===== src/rtl/texture_fetch_arbiter_if.sv =====
// Bundle between the texture fetch requesters, the shared texture ROM and the arbiter.
// Handshake: a request i is taken on a rising edge where req_valid[i] & req_ready[i]; rsp_valid[i] qualifies rsp_data.
interface texture_fetch_arbiter_if #(
    parameter int ADDR_W = 8,
    parameter int DATA_W = 8
);
    logic [1:0]        req_valid;
    logic [3:0]        req_u0;
    logic [3:0]        req_v0;
    logic [3:0]        req_u1;
    logic [3:0]        req_v1;
    logic              prio_fixed;
    logic [1:0]        req_ready;
    logic [ADDR_W-1:0] rom_address;
    logic [DATA_W-1:0] rom_q;
    logic [1:0]        rsp_valid;
    logic [DATA_W-1:0] rsp_data;

    modport master (
        output req_valid, req_u0, req_v0, req_u1, req_v1, prio_fixed, rom_q,
        input  req_ready, rom_address, rsp_valid, rsp_data
    );

    modport slave (
        input  req_valid, req_u0, req_v0, req_u1, req_v1, prio_fixed, rom_q,
        output req_ready, rom_address, rsp_valid, rsp_data
    );
endinterface


===== src/rtl/texture_fetch_arbiter.sv =====
// Two-requester arbiter in front of a synchronous texture ROM; one fetch accepted per cycle,
// response returned exactly two cycles after the accepting edge, in acceptance order.
module texture_fetch_arbiter #(
    parameter int ADDR_W = 8,
    parameter int DATA_W = 8
) (
    input  logic                    vga_clk,
    input  logic                    reset_n,
    texture_fetch_arbiter_if.slave  bus
);
    logic              last_grant_q, last_grant_d;
    logic              s1_valid_q, s1_valid_d;
    logic              s1_tag_q, s1_tag_d;
    logic              s2_valid_q, s2_tag_q;
    logic [ADDR_W-1:0] rom_address_q, rom_address_d;
    logic [1:0]        rsp_valid_q, rsp_valid_d;
    logic [DATA_W-1:0] rsp_data_q, rsp_data_d;
    logic [1:0]        grant;
    logic              accept;
    logic              win;

    // On a tie, round-robin favours whoever did not win last; reset leaves last=1 so requester 0 wins first.
    always_comb begin
        grant = 2'b00;
        if (reset_n) begin
            if (&bus.req_valid) begin
                grant = (bus.prio_fixed || last_grant_q) ? 2'b01 : 2'b10;
            end else begin
                grant = bus.req_valid;
            end
        end
    end

    assign accept = |grant;
    assign win    = grant[1];

    always_comb begin
        last_grant_d  = last_grant_q;
        rom_address_d = rom_address_q;
        s1_valid_d    = accept;
        s1_tag_d      = s1_tag_q;
        rsp_valid_d   = 2'b00;
        rsp_data_d    = rsp_data_q;
        if (accept) begin
            last_grant_d  = win;
            s1_tag_d      = win;
            rom_address_d = win ? ADDR_W'({bus.req_v1, bus.req_u1})
                                : ADDR_W'({bus.req_v0, bus.req_u0});
        end
        if (s2_valid_q) begin
            rsp_valid_d = s2_tag_q ? 2'b10 : 2'b01;
            rsp_data_d  = bus.rom_q;
        end
    end

    always_ff @(posedge vga_clk) begin
        if (!reset_n) begin
            last_grant_q  <= 1'b1;
            rom_address_q <= '0;
            s1_valid_q    <= 1'b0;
            s1_tag_q      <= 1'b0;
            s2_valid_q    <= 1'b0;
            s2_tag_q      <= 1'b0;
            rsp_valid_q   <= 2'b00;
            rsp_data_q    <= '0;
        end else begin
            last_grant_q  <= last_grant_d;
            rom_address_q <= rom_address_d;
            s1_valid_q    <= s1_valid_d;
            s1_tag_q      <= s1_tag_d;
            s2_valid_q    <= s1_valid_q;
            s2_tag_q      <= s1_tag_q;
            rsp_valid_q   <= rsp_valid_d;
            rsp_data_q    <= rsp_data_d;
        end
    end

    assign bus.req_ready   = grant;
    assign bus.rom_address = rom_address_q;
    assign bus.rsp_valid   = rsp_valid_q;
    assign bus.rsp_data    = rsp_data_q;
endmodule


===== src/flat_wrapper.sv =====
// flat-port wrapper written by rule: the top's interface ports become plain ports
module texture_fetch_arbiter_flat 
#(
    parameter int ADDR_W = 8,
    parameter int DATA_W = 8
)
  (vga_clk, reset_n, bus_req_valid, bus_req_u0, bus_req_v0, bus_req_u1, bus_req_v1, bus_prio_fixed, bus_rom_q, bus_req_ready, bus_rom_address, bus_rsp_valid, bus_rsp_data);
  texture_fetch_arbiter_if #(.ADDR_W(ADDR_W), .DATA_W(DATA_W)) bus_i ();
  input  logic vga_clk;
  input  logic reset_n;
  input wire logic [$bits(bus_i.req_valid)-1:0] bus_req_valid;
  input wire logic [$bits(bus_i.req_u0)-1:0] bus_req_u0;
  input wire logic [$bits(bus_i.req_v0)-1:0] bus_req_v0;
  input wire logic [$bits(bus_i.req_u1)-1:0] bus_req_u1;
  input wire logic [$bits(bus_i.req_v1)-1:0] bus_req_v1;
  input wire logic [$bits(bus_i.prio_fixed)-1:0] bus_prio_fixed;
  input wire logic [$bits(bus_i.rom_q)-1:0] bus_rom_q;
  output wire logic [$bits(bus_i.req_ready)-1:0] bus_req_ready;
  output wire logic [$bits(bus_i.rom_address)-1:0] bus_rom_address;
  output wire logic [$bits(bus_i.rsp_valid)-1:0] bus_rsp_valid;
  output wire logic [$bits(bus_i.rsp_data)-1:0] bus_rsp_data;
  assign bus_i.req_valid = bus_req_valid;
  assign bus_i.req_u0 = bus_req_u0;
  assign bus_i.req_v0 = bus_req_v0;
  assign bus_i.req_u1 = bus_req_u1;
  assign bus_i.req_v1 = bus_req_v1;
  assign bus_i.prio_fixed = bus_prio_fixed;
  assign bus_i.rom_q = bus_rom_q;
  assign bus_req_ready = bus_i.req_ready;
  assign bus_rom_address = bus_i.rom_address;
  assign bus_rsp_valid = bus_i.rsp_valid;
  assign bus_rsp_data = bus_i.rsp_data;
  texture_fetch_arbiter #(.ADDR_W(ADDR_W), .DATA_W(DATA_W)) u_core (.vga_clk(vga_clk), .reset_n(reset_n), .bus(bus_i));
endmodule

===== config.mk =====
export PLATFORM = sky130hd
export DESIGN_NAME = texture_fetch_arbiter_flat
export DESIGN_NICKNAME = d
export VERILOG_FILES = /design/src/rtl/texture_fetch_arbiter_if.sv /design/src/rtl/texture_fetch_arbiter.sv /design/src/flat_wrapper.sv
export SDC_FILE = /design/constraint.sdc
export NUM_CORES = 1
export LEC_CHECK = 0
export ABC_AREA = 1
export CORE_MARGIN = 10
export CORE_UTILIZATION = 41
export CTS_CLUSTER_DIAMETER = 30
export DETAILED_ROUTE_END_ITERATION = 10
export PLACE_DENSITY = 0.83
export SYNTH_ARGS = -nofsm -noshare
export SYNTH_HDL_FRONTEND = slang
export SYNTH_SLANG_ARGS = --single-unit

===== constraint.sdc =====
create_clock -name vga_clk -period 3.2 [get_ports vga_clk]
set_clock_uncertainty 0.1 [all_clocks]
set_input_delay 0.64 -clock vga_clk [delete_from_list [all_inputs] [get_ports vga_clk]]
set_output_delay 0.64 -clock vga_clk [all_outputs]
set_load 0.05 [all_outputs]

==> results.md, run 1 <==
* Pwr Total at between 600 and 700 uW
* Core area at about 2200 sq um
* Area grow syn2layout at 55.5%
* Nets at 200
* Starting DRT DRC Count at about 50
* Static leakage at between 0.6 and 0.7 nW
* Post-Route WL at between 2000 and 3000 um
* Hold WC Path Type: reg2reg
* Syn Area/Cell at between 7 and 8 sq um
* Crit path top cell by count: nand2_1
* Yosys cell types at 17
* Initial core utilization at 0.429
* Post-placement cell area at roughly 1400 sq um
* All-Layer GR Usage at 0.115
* Initial antenna violation count at 0
* Pin count of the biggest net entering global routing at 22
* Clock buffer depth at 2
* GR Overflow Total at 0
* Crit path buffers/inverters at 5
* Die area at 4640 sq um
* Slew Limit Fails at 0
* DR DRC count at 0
* Post-route cell area at 1480 sq um
* Die W at a little under 70 um
* Setup CP Type: in2out
* IO Pins at 49
* GPL Wtd Cong at slightly above 0.7
* Postcts setup bufs at 0
* Via count at just over 900
* Maximum VDD drop at between 0.2 and 0.3 mV
* Post-synthesis net count at approximately 150
* Syn. warnings at 0
* Max H-tree Level at 1
* Hold Vio Cnt, Final at 0
* Port bufs at 48
* Vias/cell at approximately 4.7
* CP required at between 2 and 2.5 ns
* Critical path's slowest cell: clkdlybuf4s50_1
* Die height at 68.1 um
* Layout cells sized above 1 at 0.0529
* Worst rel slew slack at 0.644
* Power Dens Cells at 424 nW/um^2
* Sequential area share after synthesis at 0.485
* Synth Instances at roughly 120
* Worst Tran Pin Value at approximately 0.53 ns
* Total CTS buffers at 3
* Hold-fix buffer count after cts at 0
* Final Setup Violations at 0
* R2R Setup Slk at ~1.8 ns
* Post-synth top area cell: dfxtp_1
* Filler cells at about 210
* Worst Setup End Kind: primary output
* Fmax at around 370 MHz
* Post-Syn Area at roughly 950 sq um
* Final worst-path cycle share at 0.837
* Outcome: finished clean
* Worst Path Max Fanout at 21
* Worst Setup Start Kind: input port
* Crit path max-delay family: buffers and inverters
* Post-cts resize count at 0
* DR WL/cell at around 13 um
* Post-route ant nets at 0
* Clock period minus worst slack at about 2.7 ns
* RSZ-0062 raised after global routing: no
* CTS tree: built
* Crit path largest cell delay at 0.42 ns
* Root buffer cell: clkbuf_4
* Largest cells by area after synthesis: dfxtp_1 (49%), nand3_1 (8.4%), nand2_1 (8.3%), o21a_1 (7.1%), nor2_1 (6.7%)
* Rows at 17
* DP Wirelength at ~2100 um
* Antenna Cells at 0
* Clock Latency Late Sink at ~0.3 ns
* Yosys reg bits at 23
* First-pass GRT wire length at approximately 4200 um
* Clock transition at path regs at between 0.1 and 0.15 ns
* Final setup TNS at 0 ns
* Critical-path cell list: clkdlybuf4s50_1, buf_4, nand2_1, clkinv_1, nand2_1, inv_1, buf_12
* Critical Path AT at 1.94 ns
* First drt pass iteration count at 4
* Yosys top cell area share at 0.485
* Vias in the first global route at just over 900
* Max-Cap Viols at 0
* Clock tree sinks at 23
## cell type report
class	instances	area, sq um	area share
Clock buffer	3	22.5	0.0153
Clock inverter	1	5.00	0.00339
Inverter	15	56.3	0.0382
Multi-Input combinational cell	78	380	0.258
Sequential cell	23	460	0.312
Tap cell	28	35.0	0.0237
Timing Repair Buffer	50	515	0.349
## synth_stat cells (all sizes together)
cell type,n
nor2,17
nor3,1
o21a,9
dfxtp,23
buf,5
a211oi,1
nand3,16
inv,13
o21ai,10
clkinv,2
and3,1
a21oi,2
nand2,21
clkbuf,1
## stage by stage
stage / util / hold slack [ns] / std cells / worst slack, ns
2_1_floorplan: - / 0.290 / 122 / 0.387
3_3_place_gp: 0.654 / 0.293 / 194 / 0.578
3_5_place_dp: 0.654 / 0.308 / 194 / 0.523
4_1_cts: 0.667 / 0.334 / 198 / 0.517
5_1_grt: 0.667 / 0.385 / 198 / 0.434
6_report: 0.667 / 0.327 / 198 / 0.523
## report_power, final
group / internal [mW] / switching (mW)
registers: 0.305 / 0.0109
clock network: 0.0467 / 0.0819
logic: 0.0783 / 0.102
## path summary, 6_finish.rpt
check | from | to | depth (start not counted)
worst max-delay path | reset_n | bus_req_ready[1] | 7
worst min-delay path | u_core.s1_valid_q | u_core.s2_valid_q | 2
worst max register to register | u_core.last_grant_q | u_core.bus.rom_address[5] | 7
worst min register to register | u_core.s1_valid_q | u_core.s2_valid_q | 2
## placed cells by master (no fill, tap or decap), drive strengths merged
cell type	count
a21oi	2
nor2	17
o21a	9
dfxtp	23
inv	13
clkbuf	3
nand3	16
clkinv	3
nor3	1
buf	4
clkdlybuf4s50	46
a211oi	1
nand2	21
o21ai	10
and3	1
## state kept, by name (all words and copies together) (netlist names)
register                cells
u_core.bus.rom_address      8
u_core.bus.rsp_data         8
u_core.bus.rsp_valid        2
u_core.last_grant_q         1
u_core.s1_tag_q             1
u_core.s1_valid_q           1
u_core.s2_tag_q             1
u_core.s2_valid_q           1
## tightest hold or removal path, cell delays in order (launching register included)
cell and delay (ns):
dfxtp_1 0.32, nand2_1 0.05, inv_1 0.03
## routing by layer
layer	vias up	track usage	routed length, um
li1	484	-	-
met1	396	0.122	991
met2	47	0.179	1100
met3	4	0.0734	419
met4	0	0.0452	25
met5	-	0	0
## logic make-up (layout without fill, tap and decap cells)
family / after synthesis / in the layout / share of synthesized area
AOI/OAI and AO/OA: 22 / 22 / 0.154
buffers and inverters: 21 / 69 / 0.113
and+or+nand+nor: 56 / 56 / 0.247
DFF: 23 / 23 / 0.485
No activity file was read; power rests on OpenSTA's default activity.
==> run 2, diff against run 1 <==
--- a/config.mk
+++ b/config.mk
@@ -7,10 +7,10 @@
 export LEC_CHECK = 0
 export ABC_AREA = 1
 export CORE_MARGIN = 10
-export CORE_UTILIZATION = 41
+export CORE_UTILIZATION = 35
 export CTS_CLUSTER_DIAMETER = 30
 export DETAILED_ROUTE_END_ITERATION = 10
-export PLACE_DENSITY = 0.83
+export PLACE_DENSITY = 0.75
 export SYNTH_ARGS = -nofsm -noshare
 export SYNTH_HDL_FRONTEND = slang
 export SYNTH_SLANG_ARGS = --single-unit
==> constraint.sdc (replaced) <==
create_clock -name vga_clk -period 2.4 [get_ports vga_clk]
set_clock_uncertainty 0.1 [all_clocks]
set_input_delay 0.48 -clock vga_clk [delete_from_list [all_inputs] [get_ports vga_clk]]
set_output_delay 0.48 -clock vga_clk [all_outputs]
set_load 0.05 [all_outputs]
==> run 2 against run 1 <==
Core utilization shrank 7.4 points; first-iteration DRC count is 10% lower; cell count rose by 2.0%; critical path depth is 3 lower; combinational power is 38% higher; flip-flop and latch count did not move; routed wire length increased by 13%; register-to-register slack lost 0.81 ns; power increased by 35%.
==> results.md, run 2 (synthesized netlist as in run 1, its figures left out) <==
* Initial antenna violation count at 0 (unchanged)
* Die W at 72.1 um (was 68.1 um)
* Hold-fix buffer count after cts at 0 (unchanged)
* Max-Cap Viols at 0 (unchanged)
* Crit path largest cell delay at 0.57 ns (was 0.42 ns)
* Worst Tran Pin Value at 0.525 ns (was 0.533 ns)
* NetSw at 263 uW (was 195 uW)
* Clock transition at path regs at 0.11 ns (was 0.12 ns)
* Worst Setup End Kind: primary output (unchanged)
* IO Pins at 49 (unchanged)
* DR WL/cell at 14.2 um (was 12.8 um)
* Postcts setup bufs at 0 (unchanged)
* Clock buffer depth at 2 (unchanged)
* Post-Route WL at 2870 um (was 2530 um)
* Nets at 202 (was 200)
* Pwr Total at 842 uW (was 625 uW)
* Worst rel slew slack at 0.649 (was 0.644)
* Hold Vio Cnt, Final at 0 (unchanged)
* CTS tree: built (unchanged)
* Final worst-path cycle share at 0.932
* Initial core utilization at 0.376 (was 0.429)
* Die height at 72.1 um (was 68.1 um)
* First drt pass iteration count at 4 (unchanged)
* Clock tree sinks at 23 (unchanged)
* Worst Path Max Fanout at 6 (was 21)
* Final Setup Violations at 0 (unchanged)
* Antenna Cells at 0 (unchanged)
* Total CTS buffers at 3 (unchanged)
* All-Layer GR Usage at 0.114 (was 0.115)
* Port bufs at 48 (unchanged)
* GPL Wtd Cong at 0.744 (was 0.717)
* Layout cells sized above 1 at 0.0640 (was 0.0529)
* Power Dens Cells at 563 nW/um^2 (was 424 nW/um^2)
* Area grow syn2layout at 57.8% (was 55.5%)
* Layout Cells excl Fill at 202 (was 198)
* Crit path max-delay family: buffers and inverters (unchanged)
* Clock Latency Late Sink at 0.30 ns (about the same)
* Setup CP Type: in2out (unchanged)
* Root buffer cell: clkbuf_4 (unchanged)
* Slew Limit Fails at 0 (unchanged)
* Pin count of the biggest net entering global routing at 18 (was 22)
* Fmax at between 400 and 500 MHz
* Starting DRT DRC Count at 44 (was 49)
* Critical path's slowest cell: clkdlybuf4s50_1 (unchanged)
* RSZ-0062 raised after global routing: no (unchanged)
* Filler cells at 258 (was 206)
* Core area at 2520 sq um (was 2210 sq um)
* Rows at 18 (was 17)
* Commonest non-fill, non-tap cell in the layout: clkdlybuf4s50_1 (unchanged)
* Sequential share of power at 0.501 (was 0.506)
* Crit path buffers/inverters at 3 (was 5)
* Util after Layout at 0.593 (was 0.667)
* Most frequent cells in the layout: clkdlybuf4s50_1 (46), dfxtp_1 (23), nand2_1 (21), nor2_1 (17), nand3_1 (16) (unchanged)
* Critical-path cell list: clkdlybuf4s50_1, inv_1, a211oi_2, buf_12 (was clkdlybuf4s50_1, buf_4, nand2_1, clkinv_1, nand2_1, inv_1, buf_12)
* Comb power frac at 0.294 (was 0.288)
* Cell count after placement at 198 (was 194)
* GR Overflow Total at 0 (unchanged)
* Reg area at 460 sq um (unchanged)
* Vias/cell at 4.80 (was 4.70)
* Switch share at 0.312 (was 0.311)
* Via count at 969 (was 931)
* Clock power share at 0.205 (was 0.206)
* Post-cts resize count at 0 (unchanged)
* Internal at 579 uW (was 430 uW)
* Die area at 5190 sq um (was 4640 sq um)
* Maximum VDD drop at 0.303 mV (was 0.258 mV)
* Critical Path AT at 1.66 ns (was 1.94 ns)
* DP Wirelength at 2320 um (was 2070 um)
* First-pass GRT wire length at 4910 um (was 4190 um)
* Worst Setup Start Kind: input port (unchanged)
* Outcome: finished clean (unchanged)
* Post-route ant nets at 0 (unchanged)
* Static leakage at 0.680 nW (was 0.672 nW)
* Clock period minus worst slack at roughly 2.2 ns
* Final setup TNS at 0 ns (unchanged)
* DR DRC count at 0 (unchanged)
* CP required at 1.82 ns (was 2.46 ns)
* Multi-input logic area at 385 sq um (was 380 sq um)
* Max H-tree Level at 1 (unchanged)
* Hold WC Path Type: reg2reg (unchanged)
* Vias in the first global route at 1,065 (was 923)
run 2: worst register-to-register path: stages, from the launching register on:
cell and delay [ns]:
dfxtp_1 0.37, o21ai_4 0.27, nand2_1 0.11, buf_4 0.19
nand2_1 0.08, nand3_1 0.07, nand2_1 0.06, inv_1 0.04
run 2: path summary, 6_finish.rpt:
| check | startpoint | endpoint | slack [ns] | cells after the start |
|---|---|---|---|---|
| hold reg to reg | u_core.s1_valid_q | u_core.s2_valid_q | 0.32 | 2 |
| setup / recovery | reset_n | bus_req_ready[0] | 0.16 | 4 |
| setup reg to reg | u_core.last_grant_q | u_core.bus.rom_address[2] | 1.02 | 7 |
| hold / removal | u_core.s1_valid_q | u_core.s2_valid_q | 0.32 | 2 |
run 2: area by class of cell:
cell class,instances,share of cell area
well taps,30,0.0251
repair buffers,52,0.355
clock buffers,4,0.0176
flip-flops and latches,23,0.308
multi-input cells,78,0.258
inverters,15,0.0376
run 2: metal layers:
metal,GRT usage,wire [um],up-vias
met5,0,0,-
met4,0.0301,22,0
met3,0.0748,425,4
met2,0.193,1280,49
met1,0.112,1140,429
li1,-,-,487
run 2: stage by stage:
| step | area (sq um) | hold WS, ns | setup slack (ns) |
|---|---|---|---|
| detailed placement | 1470 | 0.302 | 0.160 |
| finish | 1500 | 0.325 | 0.164 |
| floorplan | 953 | 0.290 | 0.379 |
| CTS | 1500 | 0.328 | 0.163 |
| global placement | 1470 | 0.292 | 0.228 |
| global route | 1500 | 0.366 | 0.122 |
run 2: power groups by stage:
stage | Combinational [mW] | Clock [mW] | Sequential, mW
CTS | 0.249 | 0.178 | 0.422
floorplan | 0.0723 | 0 | 0.496
detailed placement | 0.249 | 0 | 0.430
global placement | 0.243 | 0 | 0.429
global route | 0.266 | 0.191 | 0.426
finish | 0.248 | 0.173 | 0.422
==> run 3, diff against run 2 <==
--- a/config.mk
+++ b/config.mk
@@ -7,10 +7,10 @@
 export LEC_CHECK = 0
 export ABC_AREA = 1
 export CORE_MARGIN = 10
-export CORE_UTILIZATION = 35
+export CORE_UTILIZATION = 41
 export CTS_CLUSTER_DIAMETER = 30
 export DETAILED_ROUTE_END_ITERATION = 10
-export PLACE_DENSITY = 0.75
+export PLACE_DENSITY = 0.83
 export SYNTH_ARGS = -nofsm -noshare
 export SYNTH_HDL_FRONTEND = slang
 export SYNTH_SLANG_ARGS = --single-unit
==> constraint.sdc (replaced) <==
create_clock -name vga_clk -period 2.63 [get_ports vga_clk]
set_clock_uncertainty 0.1 [all_clocks]
set_input_delay 0.526 -clock vga_clk [delete_from_list [all_inputs] [get_ports vga_clk]]
set_output_delay 0.526 -clock vga_clk [all_outputs]
set_load 0.05 [all_outputs]
==> run 3 against run 2 <==
Critical path depth did not move; clock power fell by 8%; final area fell by 1.5%; hold slack improved by 0.00080 ns; routed wire length fell by 7.1%; register-to-register slack improved by 0.23 ns; setup slack improved by 0.10 ns; combinational power fell by 11%; critical path type unchanged; flip-flop and latch count did not move; cell count fell by 2.0%; sequential share of layout area rose by 0.47 points; highest routed layer unchanged; die area fell by 11%.
==> results.md, run 3 (synthesized netlist as in run 1, its figures left out) <==
* Outcome: finished clean (unchanged)
* Total CTS buffers at 3 (unchanged)
* Clock power share at 0.208 (was 0.205)
* Via count at 937 (was 969)
* Critical Path AT at 1.74 ns (was 1.66 ns)
* Worst Setup Start Kind: input port (unchanged)
* Vias/cell at 4.73 (was 4.80)
* NetSw at 238 uW (was 263 uW)
* Hold WC Path Type: reg2reg (unchanged)
* Initial antenna violation count at 0 (unchanged)
* Util after Layout at 0.666 (was 0.593)
* Root buffer cell: clkbuf_4 (unchanged)
* Post-cts resize count at 0 (unchanged)
* Pin count of the biggest net entering global routing at 21 (was 18)
* Final worst-path cycle share at 0.899
* Post-Route WL at 2660 um (was 2870 um)
* Area grow syn2layout at 55.4% (was 57.8%)
* IO Pins at 49 (unchanged)
* Layout cells sized above 1 at 0.0471 (was 0.0640)
* Starting DRT DRC Count at 65 (was 44)
* DP Wirelength at 2110 um (was 2320 um)
* GR Overflow Total at 0 (unchanged)
* Final setup TNS at 0 ns (unchanged)
* Sequential share of power at 0.503 (was 0.501)
* Vias in the first global route at 933 (was 1,065)
* Clock tree sinks at 23 (unchanged)
* Max-Cap Viols at 0 (unchanged)
* Setup CP Type: in2out (unchanged)
* Nets at 200 (was 202)
* Internal at 526 uW (was 579 uW)
* Worst rel slew slack at 0.633 (was 0.649)
* Die area at 4640 sq um (was 5190 sq um)
* Switch share at 0.312 (about the same)
* Power Dens Cells at 519 nW/um^2 (was 563 nW/um^2)
* Worst Tran Pin Value at 0.551 ns (was 0.525 ns)
* Clock transition at path regs at 0.12 ns (was 0.11 ns)
* Most frequent cells in the layout: clkdlybuf4s50_1 (46), dfxtp_1 (23), nand2_1 (21), nor2_1 (17), nand3_1 (16) (unchanged)
* WHS at 0.326 ns (was 0.325 ns)
* Hold Vio Cnt, Final at 0 (unchanged)
* Comb power frac at 0.289 (was 0.294)
* First-pass GRT wire length at 4390 um (was 4910 um)
* Max H-tree Level at 1 (unchanged)
* Initial core utilization at 0.429 (was 0.376)
* CP required at 2.00 ns (was 1.82 ns)
* Postcts setup bufs at 0 (unchanged)
* Die height at 68.1 um (was 72.1 um)
* Hold-fix buffer count after cts at 0 (unchanged)
* Worst Setup End Kind: primary output (unchanged)
* Post-route ant nets at 0 (unchanged)
* Fmax at 423 MHz
* Clock buffer depth at 2 (unchanged)
* DR DRC count at 0 (unchanged)
* Clock Latency Late Sink at 0.31 ns (was 0.30 ns)
* Core area at 2210 sq um (was 2520 sq um)
* All-Layer GR Usage at 0.120 (was 0.114)
* Port bufs at 48 (unchanged)
* DR WL/cell at 13.4 um (was 14.2 um)
* CTS tree: built (unchanged)
* Rows at 17 (was 18)
* Antenna Cells at 0 (unchanged)
* GPL Wtd Cong at 0.727 (was 0.744)
* Clock period minus worst slack at approximately 2.4 ns
* RSZ-0062 raised after global routing: no (unchanged)
* Static leakage at 0.669 nW (was 0.680 nW)
* Maximum VDD drop at 0.397 mV (was 0.303 mV)
* Commonest non-fill, non-tap cell in the layout: clkdlybuf4s50_1 (unchanged)
* Final Setup Violations at 0 (unchanged)
* Slew Limit Fails at 0 (unchanged)
* Worst Path Max Fanout at 3 (was 6)
* Die W at 68.1 um (was 72.1 um)
* First drt pass iteration count at 4 (unchanged)
run 3: changes by cell type in the layout (fill, tap and decap cells not counted):
cell	previous run	this run
a211oi_1	0	1
a211oi_2	1	0
buf_4	4	2
run 3: area by class of cell:
type / count / area [sq um]
fillers: 187 / 738
repair buffers: 50 / 515
flip-flops and latches: 23 / 460
multi-input cells: 78 / 380
inverters: 15 / 56.3
well taps: 28 / 35.0
clock buffers: 4 / 26.3
run 3: critical path: stages:
cell and delay (ns):
clkdlybuf4s50_1 0.56, inv_1 0.10, a211oi_1 0.36, buf_12 0.19
run 3: power by group through the flow:
stage	logic, mW	registers, mW	clock network (mW)
6_report	0.221	0.384	0.159
3_5_place_dp	0.221	0.393	0
4_1_cts	0.222	0.385	0.166
2_1_floorplan	0.0653	0.453	0
3_3_place_gp	0.218	0.391	0
5_1_grt	0.238	0.388	0.185
run 3: stage by stage:
stage / cell area (sq um) / instances / setup WS, ns / power (mW)
after floorplan: 948 / 122 / 0.0451 / 0.518
after global placement: 1450 / 194 / 0.344 / 0.608
after detailed placement: 1450 / 194 / 0.277 / 0.614
after CTS: 1470 / 198 / 0.270 / 0.773
after global routing: 1470 / 198 / 0.206 / 0.811
final: 1470 / 198 / 0.265 / 0.764
run 3: worst paths after layout:
kind | from | end | slack (ns) | cells past startpoint
hold / removal | u_core.s2_tag_q | u_core.bus.rsp_valid[0] | 0.33 | 1
hold reg to reg | u_core.s2_tag_q | u_core.bus.rsp_valid[0] | 0.33 | 1
setup reg to reg | u_core.last_grant_q | u_core.bus.rom_address[7] | 1.25 | 7
setup / recovery | bus_req_valid[0] | bus_req_ready[0] | 0.27 | 4
run 3: per-layer routing:
metal | vias up | global-route usage | wire length (um)
met5 | - | 0 | 0
met4 | 0 | 0.0452 | 28
met3 | 4 | 0.0783 | 439
met2 | 42 | 0.179 | 1070
met1 | 405 | 0.135 | 1120
li1 | 486 | - | -
